--- config.mk ---
export PLATFORM = sky130hd
export DESIGN_NAME = multicycle_control_fsm
export DESIGN_NICKNAME = d
export VERILOG_FILES = /design/src/rtl/multicycle_control_fsm.sv
export SDC_FILE = /design/constraint.sdc
export NUM_CORES = 1
export LEC_CHECK = 0
export BUFFER_PORTS_ARGS = -buffer_cell sky130_fd_sc_hd__buf_2
export CORE_UTILIZATION = 50
export CTS_BUF_LIST = sky130_fd_sc_hd__clkbuf_2 sky130_fd_sc_hd__clkbuf_4 sky130_fd_sc_hd__clkbuf_8
export CTS_CLUSTER_SIZE = 8
export DETAILED_ROUTE_END_ITERATION = 10
export PLACE_DENSITY_LB_ADDON = 0.05
export REMOVE_ABC_BUFFERS = 1
export SYNTH_ARGS = -nofsm -noshare
export SYNTH_HDL_FRONTEND = slang
export SYNTH_SLANG_ARGS = --single-unit
--- constraint.sdc ---
create_clock -name CLK -period 2.7 [get_ports CLK]
set_input_delay 0 -clock CLK [delete_from_list [all_inputs] [get_ports CLK]]
set_output_delay 0 -clock CLK [all_outputs]
set_load 0.03 [all_outputs]
--- src/rtl/multicycle_control_fsm.sv ---
`default_nettype none
// ============================================================================
//  Module   : multicycle_control_fsm
//  Purpose  : Moore sequencer for a multicycle RV32I subset datapath
//             (lw, sw, beq, add, sub, and, or). It uses one shared memory
//             port, one ALU and IR/PC/ALUOut registers. Memory accesses
//             complete on MEM_READY, which may arrive after a variable delay.
//             A wait counter gives up after MEM_TIMEOUT cycles without
//             MEM_READY. The FSM then parks in ERROR until reset.
//  Ports    : CLK, RST_N (async, active low)
//             INSTRUCTION  - IR contents, sampled from DECODE onward
//             ZERO         - ALU zero flag (gates PCWRITE in BEQ)
//             MEM_READY    - current memory access completes this cycle
//             PCWRITE/PCSRC/IRWRITE/ADRSRC/MEMTOREAD/MEMWRITE/REGWRITE,
//             ALUSRCA/ALUSRCB/RESULTSRC/ALUOP - datapath controls
//             ILLEGAL      - sticky error flag (set in ERROR)
//             STATE        - current state (debug)
//             INSTR_COUNT  - retired instruction counter, wraps
//  Revision : 1.0 - initial release
// ============================================================================
module multicycle_control_fsm #(
  parameter int unsigned MEM_TIMEOUT = 15,
  parameter int unsigned CNT_W       = 16
) (
  input  logic             CLK,
  input  logic             RST_N,
  input  logic [31:0]      INSTRUCTION,
  input  logic             ZERO,
  input  logic             MEM_READY,
  output logic             PCWRITE,
  output logic             PCSRC,
  output logic             IRWRITE,
  output logic             ADRSRC,
  output logic             MEMTOREAD,
  output logic             MEMWRITE,
  output logic             REGWRITE,
  output logic [1:0]       ALUSRCA,
  output logic [1:0]       ALUSRCB,
  output logic [1:0]       RESULTSRC,
  output logic [3:0]       ALUOP,
  output logic             ILLEGAL,
  output logic [3:0]       STATE,
  output logic [CNT_W-1:0] INSTR_COUNT
);

  typedef enum logic [3:0] {
    S_IDLE    = 4'd0,
    S_FETCH   = 4'd1,
    S_DECODE  = 4'd2,
    S_MEMADR  = 4'd3,
    S_MEMREAD = 4'd4,
    S_MEMWB   = 4'd5,
    S_MEMWR   = 4'd6,
    S_EXECUTE = 4'd7,
    S_ALUWB   = 4'd8,
    S_BEQ     = 4'd9,
    S_ERROR   = 4'd10
  } state_t;

  localparam logic [6:0] C_OP_LW    = 7'b0000011;
  localparam logic [6:0] C_OP_SW    = 7'b0100011;
  localparam logic [6:0] C_OP_RTYPE = 7'b0110011;
  localparam logic [6:0] C_OP_BEQ   = 7'b1100011;

  localparam logic [3:0] C_ALU_ADD = 4'b0010;
  localparam logic [3:0] C_ALU_SUB = 4'b0110;
  localparam logic [3:0] C_ALU_AND = 4'b0000;
  localparam logic [3:0] C_ALU_OR  = 4'b0001;
  localparam logic [3:0] C_ALU_BAD = 4'b1111;

  // The counter holds the number of MEM_READY-low cycles already spent. If
  // this cycle is also low and it is the MEM_TIMEOUT-th such cycle, give up.
  localparam logic [7:0] C_WAIT_LAST = 8'(MEM_TIMEOUT - 1);

  state_t             state_q, state_d;
  logic [7:0]         wait_q, wait_d;
  logic [CNT_W-1:0]   count_q, count_d;

  logic [6:0] w_opcode;
  logic [3:0] w_funct;
  logic       w_timeout;
  logic       w_wait_state;
  logic       w_rtype_ok;
  logic [3:0] w_rtype_op;
  logic       w_unused_instr;

  assign w_opcode       = INSTRUCTION[6:0];
  assign w_funct        = {INSTRUCTION[30], INSTRUCTION[14:12]};
  assign w_unused_instr = ^{INSTRUCTION[31], INSTRUCTION[29:15], INSTRUCTION[11:7]};

  assign w_wait_state = (state_q == S_FETCH) || (state_q == S_MEMREAD) ||
                        (state_q == S_MEMWR);
  assign w_timeout    = w_wait_state && !MEM_READY && (wait_q == C_WAIT_LAST);

  // R-type function decode: {funct7[5], funct3}
  always_comb begin
    w_rtype_ok = 1'b1;
    w_rtype_op = C_ALU_BAD;
    case (w_funct)
      4'b0000: w_rtype_op = C_ALU_ADD;
      4'b1000: w_rtype_op = C_ALU_SUB;
      4'b0110: w_rtype_op = C_ALU_OR;
      4'b0111: w_rtype_op = C_ALU_AND;
      default: w_rtype_ok = 1'b0;
    endcase
  end

  // State register, wait counter and retired-instruction counter
  always_ff @(posedge CLK or negedge RST_N) begin
    if (!RST_N) begin
      state_q <= S_IDLE;
      wait_q  <= 8'd0;
      count_q <= '0;
    end else begin
      state_q <= state_d;
      wait_q  <= wait_d;
      count_q <= count_d;
    end
  end

  // Next-state, counters and Moore outputs
  always_comb begin
    state_d   = state_q;
    PCWRITE   = 1'b0;
    PCSRC     = 1'b0;
    IRWRITE   = 1'b0;
    ADRSRC    = 1'b0;
    MEMTOREAD = 1'b0;
    MEMWRITE  = 1'b0;
    REGWRITE  = 1'b0;
    ALUSRCA   = 2'b00;
    ALUSRCB   = 2'b00;
    RESULTSRC = 2'b00;
    ALUOP     = 4'b0000;
    ILLEGAL   = 1'b0;

    case (state_q)
      S_IDLE: state_d = S_FETCH;

      S_FETCH: begin
        MEMTOREAD = 1'b1;
        ALUSRCB   = 2'b10;
        ALUOP     = C_ALU_ADD;
        RESULTSRC = 2'b10;
        IRWRITE   = MEM_READY;
        PCWRITE   = MEM_READY;
        if (MEM_READY)      state_d = S_DECODE;
        else if (w_timeout) state_d = S_ERROR;
      end

      S_DECODE: begin
        ALUSRCA = 2'b01;
        ALUSRCB = 2'b01;
        ALUOP   = C_ALU_ADD;
        case (w_opcode)
          C_OP_LW, C_OP_SW: state_d = S_MEMADR;
          C_OP_RTYPE:       state_d = S_EXECUTE;
          C_OP_BEQ:         state_d = S_BEQ;
          default:          state_d = S_ERROR;
        endcase
      end

      S_MEMADR: begin
        ALUSRCA = 2'b10;
        ALUSRCB = 2'b01;
        ALUOP   = C_ALU_ADD;
        if (w_opcode == C_OP_LW)      state_d = S_MEMREAD;
        else if (w_opcode == C_OP_SW) state_d = S_MEMWR;
        else                          state_d = S_ERROR;
      end

      S_MEMREAD: begin
        MEMTOREAD = 1'b1;
        ADRSRC    = 1'b1;
        if (MEM_READY)      state_d = S_MEMWB;
        else if (w_timeout) state_d = S_ERROR;
      end

      S_MEMWB: begin
        RESULTSRC = 2'b01;
        REGWRITE  = 1'b1;
        state_d   = S_FETCH;
      end

      S_MEMWR: begin
        MEMWRITE = 1'b1;
        ADRSRC   = 1'b1;
        if (MEM_READY)      state_d = S_FETCH;
        else if (w_timeout) state_d = S_ERROR;
      end

      S_EXECUTE: begin
        ALUSRCA = 2'b10;
        ALUOP   = w_rtype_op;
        state_d = w_rtype_ok ? S_ALUWB : S_ERROR;
      end

      S_ALUWB: begin
        REGWRITE = 1'b1;
        state_d  = S_FETCH;
      end

      S_BEQ: begin
        ALUSRCA = 2'b10;
        ALUOP   = C_ALU_SUB;
        PCSRC   = 1'b1;
        PCWRITE = ZERO;
        state_d = S_FETCH;
      end

      S_ERROR: begin
        ALUOP   = C_ALU_BAD;
        ILLEGAL = 1'b1;
      end

      default: state_d = S_ERROR;
    endcase
  end

  // Wait counter restarts whenever the state changes, so every entry into a
  // memory state begins from zero.
  always_comb begin
    wait_d = wait_q;
    if (state_d != state_q)
      wait_d = 8'd0;
    else if (w_wait_state && !MEM_READY)
      wait_d = wait_q + 8'd1;
  end

  // An instruction retires when a final state hands control back to FETCH.
  always_comb begin
    count_d = count_q;
    if ((state_d == S_FETCH) &&
        ((state_q == S_MEMWB) || (state_q == S_MEMWR) ||
         (state_q == S_ALUWB) || (state_q == S_BEQ)))
      count_d = count_q + CNT_W'(1);
  end

  assign STATE       = state_q;
  assign INSTR_COUNT = count_q;

endmodule
`default_nettype wire

==> impl_metrics.yaml <==
outcome:
  status: "finished, final reports clean"
sta:
  max_freq_mhz: 395
  final.period_utilization: 0.938
  finalHoldViolCount: 0
  max_slew.worst_pin.slew_ns: 1.02
  finalCriticalPeriod_ns: 2.53
  finalSetupViolCount: 0
  fin_skew_ns: 0.00240
  rsz0062_at_grt: "no"
  hold_slack_ns: 0.100
  report.final.slew_viol_count: 0
  slew_headroom: 0.310
logic_synthesis:
  synth_area_mm2: 0.00187
  syn-mean-instance-area_um2: 9.29
  synth-seq-area-share: 0.375
  synthTopCellsByArea: "dfrtp_1 38%, xor2_1 7.5%, nor3_1 4.6%, xnor2_1 3.3%, nand4_1 3.0%"
  synth_cell_types: 52
  synthCells: 201
  yosysTopAreaCellShare: 0.375
  ys_warn_count: 0
  async_flop_share: 1.00
  synthFlopType: "dfrtp_1"
  synth_edf_count: 0
  synth_most_common_cell: "dfrtp_1"
  synth_top_cell_by_area: "dfrtp_1"
  synth_commonest_cells: "28 x dfrtp_1, 17 x nor3_1, 16 x xor2_1"
  ys_ff_latch: 28
power_and_ir_drop:
  p_per_area_mw_per_mm2: 934
  vdd_ir_drop_max_uv: 501
  cellLeakagePower_uw: 0.00115
grt:
  grt_pass1_wl_um: 7090
  gr-usage-all-layers: 0.222
  gr-usage-met1: 0.330
  use_met2: 0.335
  grt_start_max_net_pins: 29
  gr-usage-met3: 0.0344
  gr-total-overflow: 0
  antenna_found_initial: 0
  busiest_layer: "met2"
  grt_pass1_vias: 1516
min_path:
  hp-class: "in2reg"
setup_path:
  critPathMaxStageDelay_ns: 0.92
  crit_slowest_cell: "o41ai_2"
  start_kind: "flip-flop"
  cp.required_ns: 2.86
  path_common_cell: "buf_4"
  path_buf_inv: 2
  timing.reg2reg.setup_slack_ns: 0.17
  critical_path_arrival_ns: 2.69
  cp_max_fo: 11
  path_delay_family: "compound AO/OA/AOI/OAI gates"
  end_kind: "flip-flop"
  critPathKind: "reg2reg"
  cp_cell_sequence: "buf_4, buf_4, or2_2, a21oi_1, o41ai_2, mux2_2"
clocking:
  cts_resized: 0
  cts_root_buf: "clkbuf_8"
  cts.sinks: 28
  insertion_delay_ns: 0.27
  htreeDepth: 1
  cts_tree: "built"
  cts_setup_buffers: 0
  cts_buffers: 3
  cts_hold_buf: 1
  clk_path_buf_depth: 2
  cts.clk_slew.worst_paths_ns: 0.09
place:
  dp.final_hpwl_um: 3020
  postPlaceCellArea_mm2: 0.00221
  port_buffers: 52
  place_congestion: 0.813
finish:
  stdcell_area_mm2: 0.00227
  drive_above_1_share: 0.283
  syn_to_final_growth_pct: 21.4
  register_area_um2: 701
  nFillCells: 327
  num-nets-final: 299
  diodes: 0
  multi_input_area_mm2: 0.00109
route:
  drt_iter0_drc: 116
  viasPerCell: 5.57
  drc_errors: 0
  routed-via-count: 1693
  ant_nets: 0
  avgRoutedWirePerCell_um: 13.5
  dr.pass1.iters: 4
  routed_wl_um: 4120
floorplanning:
  core_region_area_mm2: 0.00347
  ioPinCount: 74
  die_area_mm2: 0.00398
  die_height_um: 63.1
  dieWidth_um: 63.1
  start_util: 0.538
  rows: 21
flow_run:
  cap_violations: 0
## placed cells by master (no fill, tap or decap), types with 7 or more instances in the layout
cell,count
inv_1,9
nand4_1,9
xor2_1,16
buf_4,10
dfrtp_1,28
buf_2,52
nand2_1,13
nor3_1,17
xnor2_1,7
nor2_1,8
## power breakdown
group | switching (uW) | total [uW] | internal (uW)
clock network | 120 | 220 | 100
logic | 836 | 1290 | 459
registers | 116 | 600 | 484
## worst reg2reg max path, stage by stage, from the launching register on
cell     delay, ns
dfrtp_1       0.56
buf_4         0.22
buf_4         0.14
or2_2         0.10
a21oi_1       0.07
o41ai_2       0.92
mux2_2        0.42
## registers in the layout (all words and copies together) (netlist names)
| name | count |
|---|---|
| INSTR_COUNT | 16 |
| wait_q | 8 |
| STATE | 4 |
## cell families (layout without fill, tap and decap cells)
family,after synthesis,in the layout,synth area share
compound gates,32,32,0.136
xor+xnor,23,23,0.108
fa+ha+maj,3,3,0.0201
buf+inv,18,75,0.0422
flops,28,28,0.375
mux,2,2,0.0134
simple gates,95,95,0.305
## through the flow
step                 util  setup TNS (ns)  std cells  worst slack (ns)  total power [uW]
floorplan               -          -0.567        192           -0.0611              1460
global placement    0.639               0        300             0.189              1890
detailed placement  0.639               0        300             0.183              1900
CTS                 0.653               0        304             0.196              2130
global route        0.653               0        304            0.0392              2270
finish              0.653               0        304             0.167              2120
## final cells by class
type,count,area share
multi-input combinational,155,0.480
sequential,28,0.309
timing repair buffer,63,0.152
tap,46,0.0254
clock buffer,3,0.0182
inverter,9,0.0149
## path summary, 6_finish.rpt
path | endpoint | depth (start not counted) | start
max | INSTR_COUNT[1] | 6 | STATE[2]
min | STATE[1] | 3 | MEM_READY
max reg2reg | INSTR_COUNT[1] | 6 | STATE[2]
min reg2reg | INSTR_COUNT[15] | 1 | INSTR_COUNT[15]
max in group asynchronous | INSTR_COUNT[1] | 2 | RST_N
min in group asynchronous | STATE[1] | 2 | RST_N
## routing by layer
layer  vias up  wire length [um]
met5         -                 0
met4         0                33
met3         4               157
met2        38              1820
met1       801              2100
li1        850                 -
Power figures use the tool's default switching activity.
